$ cat src/rtl/hpdmc_refresh_sched.sv
// hpdmc_refresh_sched: autonomous SDRAM refresh scheduler.
// It counts refresh intervals and keeps a count of owed refreshes (debt).
// It requests the command bus and, once the bus is granted, issues
// PRECHARGE ALL followed by a burst of AUTO REFRESH commands until the debt is paid.
module hpdmc_refresh_sched #(
    parameter int MAX_DEBT = 8
) (
    input  logic        sys_clk,
    input  logic        sys_rst,
    input  logic        sdram_rst,
    input  logic        bypass,
    input  logic [2:0]  tim_rp,
    input  logic [3:0]  tim_rfc,
    input  logic [10:0] tim_refi,
    output logic        ref_req,
    input  logic        ref_ack,
    output logic        cmd_valid,
    output logic        cmd_cs_n,
    output logic        cmd_we_n,
    output logic        cmd_cas_n,
    output logic        cmd_ras_n,
    output logic [12:0] cmd_adr,
    output logic [1:0]  cmd_ba,
    output logic        ref_busy,
    output logic        ref_done,
    output logic        overrun
);

    localparam logic [3:0] MAX_DEBT_L = 4'(MAX_DEBT);

    typedef enum logic [2:0] {
        S_IDLE, S_PRECH, S_WAIT_RP, S_AUTOREF, S_WAIT_RFC, S_DONE
    } state_t;

    state_t      state_q, state_d;
    logic [10:0] timer_q, timer_d;
    logic [3:0]  debt_q, debt_d;
    logic [3:0]  wait_q, wait_d;
    logic        ref_req_q, ref_req_d;
    logic        overrun_q, overrun_d;

    logic [2:0]  rp_eff;
    logic [3:0]  rfc_eff;
    logic [10:0] refi_eff;
    logic        expire;
    logic        autoref;

    // Zero timing fields behave as one cycle
    always_comb begin
        rp_eff   = (tim_rp   == 3'd0)  ? 3'd1  : tim_rp;
        rfc_eff  = (tim_rfc  == 4'd0)  ? 4'd1  : tim_rfc;
        refi_eff = (tim_refi == 11'd0) ? 11'd1 : tim_refi;
    end

    // Interval timer: an expiry fires every refi_eff active cycles; bypass freezes it
    always_comb begin
        expire  = !bypass && (timer_q <= 11'd1);
        timer_d = timer_q;
        if (!bypass)
            timer_d = expire ? refi_eff : timer_q - 11'd1;
    end

    // Debt bookkeeping: an expiry and an AUTOREF in the same cycle cancel out
    always_comb begin
        autoref   = (state_q == S_AUTOREF);
        debt_d    = debt_q;
        overrun_d = overrun_q;
        if (expire && !autoref) begin
            if (debt_q == MAX_DEBT_L)
                overrun_d = 1'b1;
            else
                debt_d = debt_q + 4'd1;
        end else if (!expire && autoref && debt_q != 4'd0) begin
            debt_d = debt_q - 4'd1;
        end
    end

    // Bus request: raised in IDLE while debt is owed, dropped once the grant is taken
    always_comb begin
        ref_req_d = (state_q == S_IDLE) && (debt_q != 4'd0) && !bypass &&
                    !(ref_req_q && ref_ack);
    end

    // Sequencer next state. wait_q holds the remaining gap minus one, so the
    // next command lands exactly tim_* cycles after the previous one.
    always_comb begin
        state_d = state_q;
        wait_d  = wait_q;
        case (state_q)
            S_IDLE: begin
                if (ref_req_q && ref_ack)
                    state_d = S_PRECH;
            end
            S_PRECH: begin
                if (rp_eff == 3'd1) begin
                    state_d = bypass ? S_DONE : S_AUTOREF;
                end else begin
                    wait_d  = {1'b0, rp_eff} - 4'd1;
                    state_d = S_WAIT_RP;
                end
            end
            S_WAIT_RP: begin
                if (wait_q == 4'd1)
                    state_d = bypass ? S_DONE : S_AUTOREF;
                else
                    wait_d = wait_q - 4'd1;
            end
            S_AUTOREF: begin
                if (rfc_eff == 4'd1) begin
                    state_d = (debt_d != 4'd0 && !bypass) ? S_AUTOREF : S_DONE;
                end else begin
                    wait_d  = rfc_eff - 4'd1;
                    state_d = S_WAIT_RFC;
                end
            end
            S_WAIT_RFC: begin
                if (wait_q == 4'd1)
                    state_d = (debt_d != 4'd0 && !bypass) ? S_AUTOREF : S_DONE;
                else
                    wait_d = wait_q - 4'd1;
            end
            S_DONE:  state_d = S_IDLE;
            default: state_d = S_IDLE;
        endcase
    end

    // Command decode from the current state; NOP unless issuing
    always_comb begin
        cmd_valid = 1'b0;
        cmd_cs_n  = 1'b1;
        cmd_ras_n = 1'b1;
        cmd_cas_n = 1'b1;
        cmd_we_n  = 1'b1;
        cmd_adr   = 13'd0;
        cmd_ba    = 2'd0;
        if (state_q == S_PRECH) begin
            cmd_valid = 1'b1;
            cmd_cs_n  = 1'b0;
            cmd_ras_n = 1'b0;
            cmd_we_n  = 1'b0;
            cmd_adr   = 13'h0400;
        end else if (state_q == S_AUTOREF) begin
            cmd_valid = 1'b1;
            cmd_cs_n  = 1'b0;
            cmd_ras_n = 1'b0;
            cmd_cas_n = 1'b0;
        end
        ref_busy = (state_q != S_IDLE);
        ref_done = (state_q == S_DONE);
        ref_req  = ref_req_q;
        overrun  = overrun_q;
    end

    // State registers; sdram_rst aborts everything except the sticky overrun flag
    always_ff @(posedge sys_clk) begin
        if (sys_rst || sdram_rst) begin
            state_q   <= S_IDLE;
            timer_q   <= tim_refi;
            debt_q    <= 4'd0;
            wait_q    <= 4'd0;
            ref_req_q <= 1'b0;
        end else begin
            state_q   <= state_d;
            timer_q   <= timer_d;
            debt_q    <= debt_d;
            wait_q    <= wait_d;
            ref_req_q <= ref_req_d;
        end
    end

    // Overrun is cleared only by the system reset
    always_ff @(posedge sys_clk) begin
        if (sys_rst)
            overrun_q <= 1'b0;
        else if (!sdram_rst)
            overrun_q <= overrun_d;
    end

endmodule
$ cat config.mk
export PLATFORM = sky130hd
export DESIGN_NAME = hpdmc_refresh_sched
export DESIGN_NICKNAME = d
export VERILOG_FILES = /design/src/rtl/hpdmc_refresh_sched.sv
export SDC_FILE = /design/constraint.sdc
export NUM_CORES = 1
export LEC_CHECK = 0
export BUFFER_PORTS_ARGS = -buffer_cell sky130_fd_sc_hd__buf_2
export CORE_ASPECT_RATIO = 0.5
export CORE_MARGIN = 5
export CORE_UTILIZATION = 58
export DETAILED_ROUTE_END_ITERATION = 10
export PLACE_DENSITY = 0.86
export SYNTH_ARGS = -nofsm -noshare
export SYNTH_HDL_FRONTEND = slang
export SYNTH_SLANG_ARGS = --single-unit
$ cat constraint.sdc
create_clock -name sys_clk -period 6.31 [get_ports sys_clk]
set_clock_uncertainty 0.1 [all_clocks]
set_input_delay 0.9465 -clock sys_clk [delete_from_list [all_inputs] [get_ports sys_clk]]
set_output_delay 0.9465 -clock sys_clk [all_outputs]
set_load 0.03 [all_outputs]
==> results by group <==
Power
  • Areal power density over the cells: 159.2 nW/um^2
  • Static Leak: 0.8776 nW
  • Worst vdd rail ir drop: 91.84 uV

Timing
  • Hold Slack: 420.2 ps
  • Slew of the pin with the lowest slew margin: 592.5 ps
  • Endpoints failing hold: 0
  • Crit share post-route: 0.4539
  • Final setup slack of the worst path: 3446 ps
  • Number of slew-limit violations in the final report: 0
  • Relative slew margins: 0.6041
  • Setup Total Neg Slack: 0 ps
  • Final min period: 2864 ps
  • Achievable frequency: 0.3491 GHz
  • Total setup violations reported at the end of the flow: 0
  • Setup repair after global routing missed its margin: no

Yosys
  • Cell count after synthesis: 230
  • Synth warnings: 0
  • Main synth FF type: dfxtp_1
  • Area share of the largest cell type after synthesis: 0.1707
  • Count of cell types in the netlist: 56
  • Syn_area_per_cell: 8.416 um^2
  • Portion of the post-synthesis area used by sequential elements: 0.3051
  • Cells taking the most area after synthesis: edfxtp_1 17%, dfxtp_1 13%, ha_1 6.5%
  • Netlist Area Pre-Place: 1936 um^2
  • Cell taking the most area after synthesis: edfxtp_1
  • Number of enable-type register cells in the synthesized netlist: 11
  • Synth top cells by count: 23 x nor2_1, 21 x nand2_1, 17 x o21ai_0, 15 x buf_4, 15 x inv_1
  • Number of register bits inferred by synthesis: 24
  • Most common cell in the netlist: nor2_1
  • Ys async rst share: 0

Die
  • Boundary Pins: 47
  • Die Span Y: 50.85 um
  • Overall die area: 4663 um^2
  • Initial Util: 0.6243
  • Die span in x: 91.70 um
  • Site Rows: 14
  • Core box area: 3100 um^2

Route
  • Total wirelength of the detailed-routed design: 4199 um
  • Vias per cell: 5.676
  • Post-detailed-route DRC marker count: 0
  • Antenna Violating Nets Remaining: 0
  • Initial DRT Pass Iterations: 4
  • WL/cell: 14.19 um
  • Total vias in the final route: 1680
  • Number of violations reported at the end of detailed-routing iteration 0: 64

Layout
  • Antenna fix cells: 0
  • Share of post-route cells with drive strength above 1: 0.1836
  • Final core utilization: 0.6691
  • Final non-filler cell total: 296
  • # fillers: 265
  • Area growth, synth to finish: 7.175%
  • NumNets Final: 290

Clocking
  • Clock-pin transition on the worst setup and hold timing paths: 90 ps
  • Cts bufs inserted: 3
  • Clock tree from TritonCTS: built
  • TritonCTS sink count: 24
  • Hold_buf cts: 0
  • Level count of the clock H-tree: 1
  • Clock latency reported for the late side of the worst-skew pair: 270 ps
  • Number of post-CTS setup repair buffers: 0
  • Master cell of the clock root buffer: clkbuf_8
  • Maximum clock path buffer count: 2
  • # resized after CTS: 0

Placed design
  • Placed Instances: 292
  • RD Place Congestion: 0.8502
  • HPWL Detailed: 3268 um
  • Placement-stage worst setup slack: 3236 ps
  • Buffers on Ports: 32

Worst setup path
  • CP Data Arrival Time: 1820 ps
  • Cell Chain, Critical Path: and3b_1 > inv_2 > buf_2
  • Cell class contributing the biggest share of worst-path delay: flip-flops
  • Number of cell instances on the worst register-to-register path: 6
  • R2R Path End: state_q[1]$_SDFFE_PP0P_
  • Category of the worst setup path capture point: primary output
  • Slowest cell on the critical path: dfxtp_1
  • Critical path required time: 5260 ps
  • Cell count along the critical path: 3
  • Path type of the worst setup path: reg2out
  • Maximum net fanout on the critical path: 15
  • Crit path capture: cmd_cas_n
  • Number of buffers and inverters on the critical path: 2
  • Crit start category: flop
  • Slowest cell delay on critical path: 620 ps
  • Setup slack, reg-to-reg: 3870 ps
  • FF-to-FF Start: state_q[1]$_SDFFE_PP0P_
  • Critical Path Start: state_q[1]$_SDFFE_PP0P_

Min path
  • Worst Hold Class: reg2reg

GRT
  • Antenna violations before repair: 0
  • Global-route usage over all layers: 0.1791
  • Via count of the first global-routing pass: 1645
  • First-pass GRT wire length: 6900 um
  • Total global routing overflow: 0
  • Largest net degree at the start of global routing: 18

Job
  • Number of max-cap violations: 0

Status
  • Result of the run: finished, final reports clean
worst min-delay path by stage:
stage                      startpoint                      to  slack [ps]  cells after the start
3_3_place_gp     overrun$_SDFFE_PP0P_    overrun$_SDFFE_PP0P_         350                      2
3_5_place_dp     overrun$_SDFFE_PP0P_    overrun$_SDFFE_PP0P_         400                      2
5_1_grt        wait_q[1]$_SDFFE_PP0P_  wait_q[1]$_SDFFE_PP0P_         480                      2
2_1_floorplan  wait_q[1]$_SDFFE_PP0P_  wait_q[1]$_SDFFE_PP0P_         390                      2
4_1_cts          overrun$_SDFFE_PP0P_    overrun$_SDFFE_PP0P_         430                      2
6_report         overrun$_SDFFE_PP0P_    overrun$_SDFFE_PP0P_         420                      2
power breakdown:
part / switching (W) / internal, W / leakage, nW
sequential: 0.00000834 / 0.000172 / 0.221
combinational: 0.0000349 / 0.0000194 / 0.634
clock: 0.0000522 / 0.0000437 / 0.0231
through the flow:
stage / total power, W / area (um^2)
finish: 0.0003303 / 2074
global route: 0.0003462 / 2074
CTS: 0.0003307 / 2074
detailed placement: 0.0002376 / 2029
global placement: 0.0002349 / 2029
floorplan: 0.0002277 / 1984
registers in the layout (all words and copies together), names as in the netlist:
name / count
timer_q: 11
debt_q: 4
wait_q: 4
state_q: 3
overrun: 1
ref_req: 1
cell families after synthesis:
group | after synthesis | share of synthesized area
other | 1 | 0.001937
XOR/XNOR | 14 | 0.07110
AND/OR/NAND/NOR | 82 | 0.2127
buffers and inverters | 39 | 0.1163
multiplexers | 6 | 0.03103
adder cells (fa/ha/maj) | 10 | 0.06464
AO/OA/AOI/OAI | 54 | 0.1972
flip-flops | 24 | 0.3051
placed cells by master (no fill, tap or decap), types with 4 or more instances in the layout:
cell	Yosys	final
buf_2	3	32
nor2_1	23	23
nand2_1	21	21
o21ai_0	17	17
inv_1	15	15
conb_1	1	14
dfxtp_1	13	13
nor3_1	11	11
edfxtp_1	11	11
a21oi_1	10	10
ha_1	10	10
xnor2_1	6	6
xor2_1	6	6
mux2i_1	6	6
nor4_1	4	4
layout make-up:
cell class / instances / area, um^2 / area share
repair buffers: 32 / 160.2 / 0.07720
well taps: 40 / 50.05 / 0.02413
flip-flops and latches: 24 / 590.6 / 0.2847
clock buffers: 3 / 41.29 / 0.01990
inverters: 16 / 60.06 / 0.02895
multi-input cells: 180 / 1169 / 0.5633
clock inverters: 1 / 3.754 / 0.001809
layer usage:
| layer | track usage | share of wire | up-vias |
|---|---|---|---|
| met5 | 0 | 0 | - |
| met4 | 0.03941 | 0.0040 | 0 |
| li1 | - | - | 844 |
| met3 | 0.04985 | 0.076 | 4 |
| met1 | 0.2018 | 0.41 | 776 |
| met2 | 0.3446 | 0.51 | 56 |
tightest hold or removal path, cell delays in order, from the launching register on:
cell     delay [ps]
dfxtp_1         350
a21oi_1          50
nor2_1           80
Note: power is estimated with default switching activity, not from simulation.
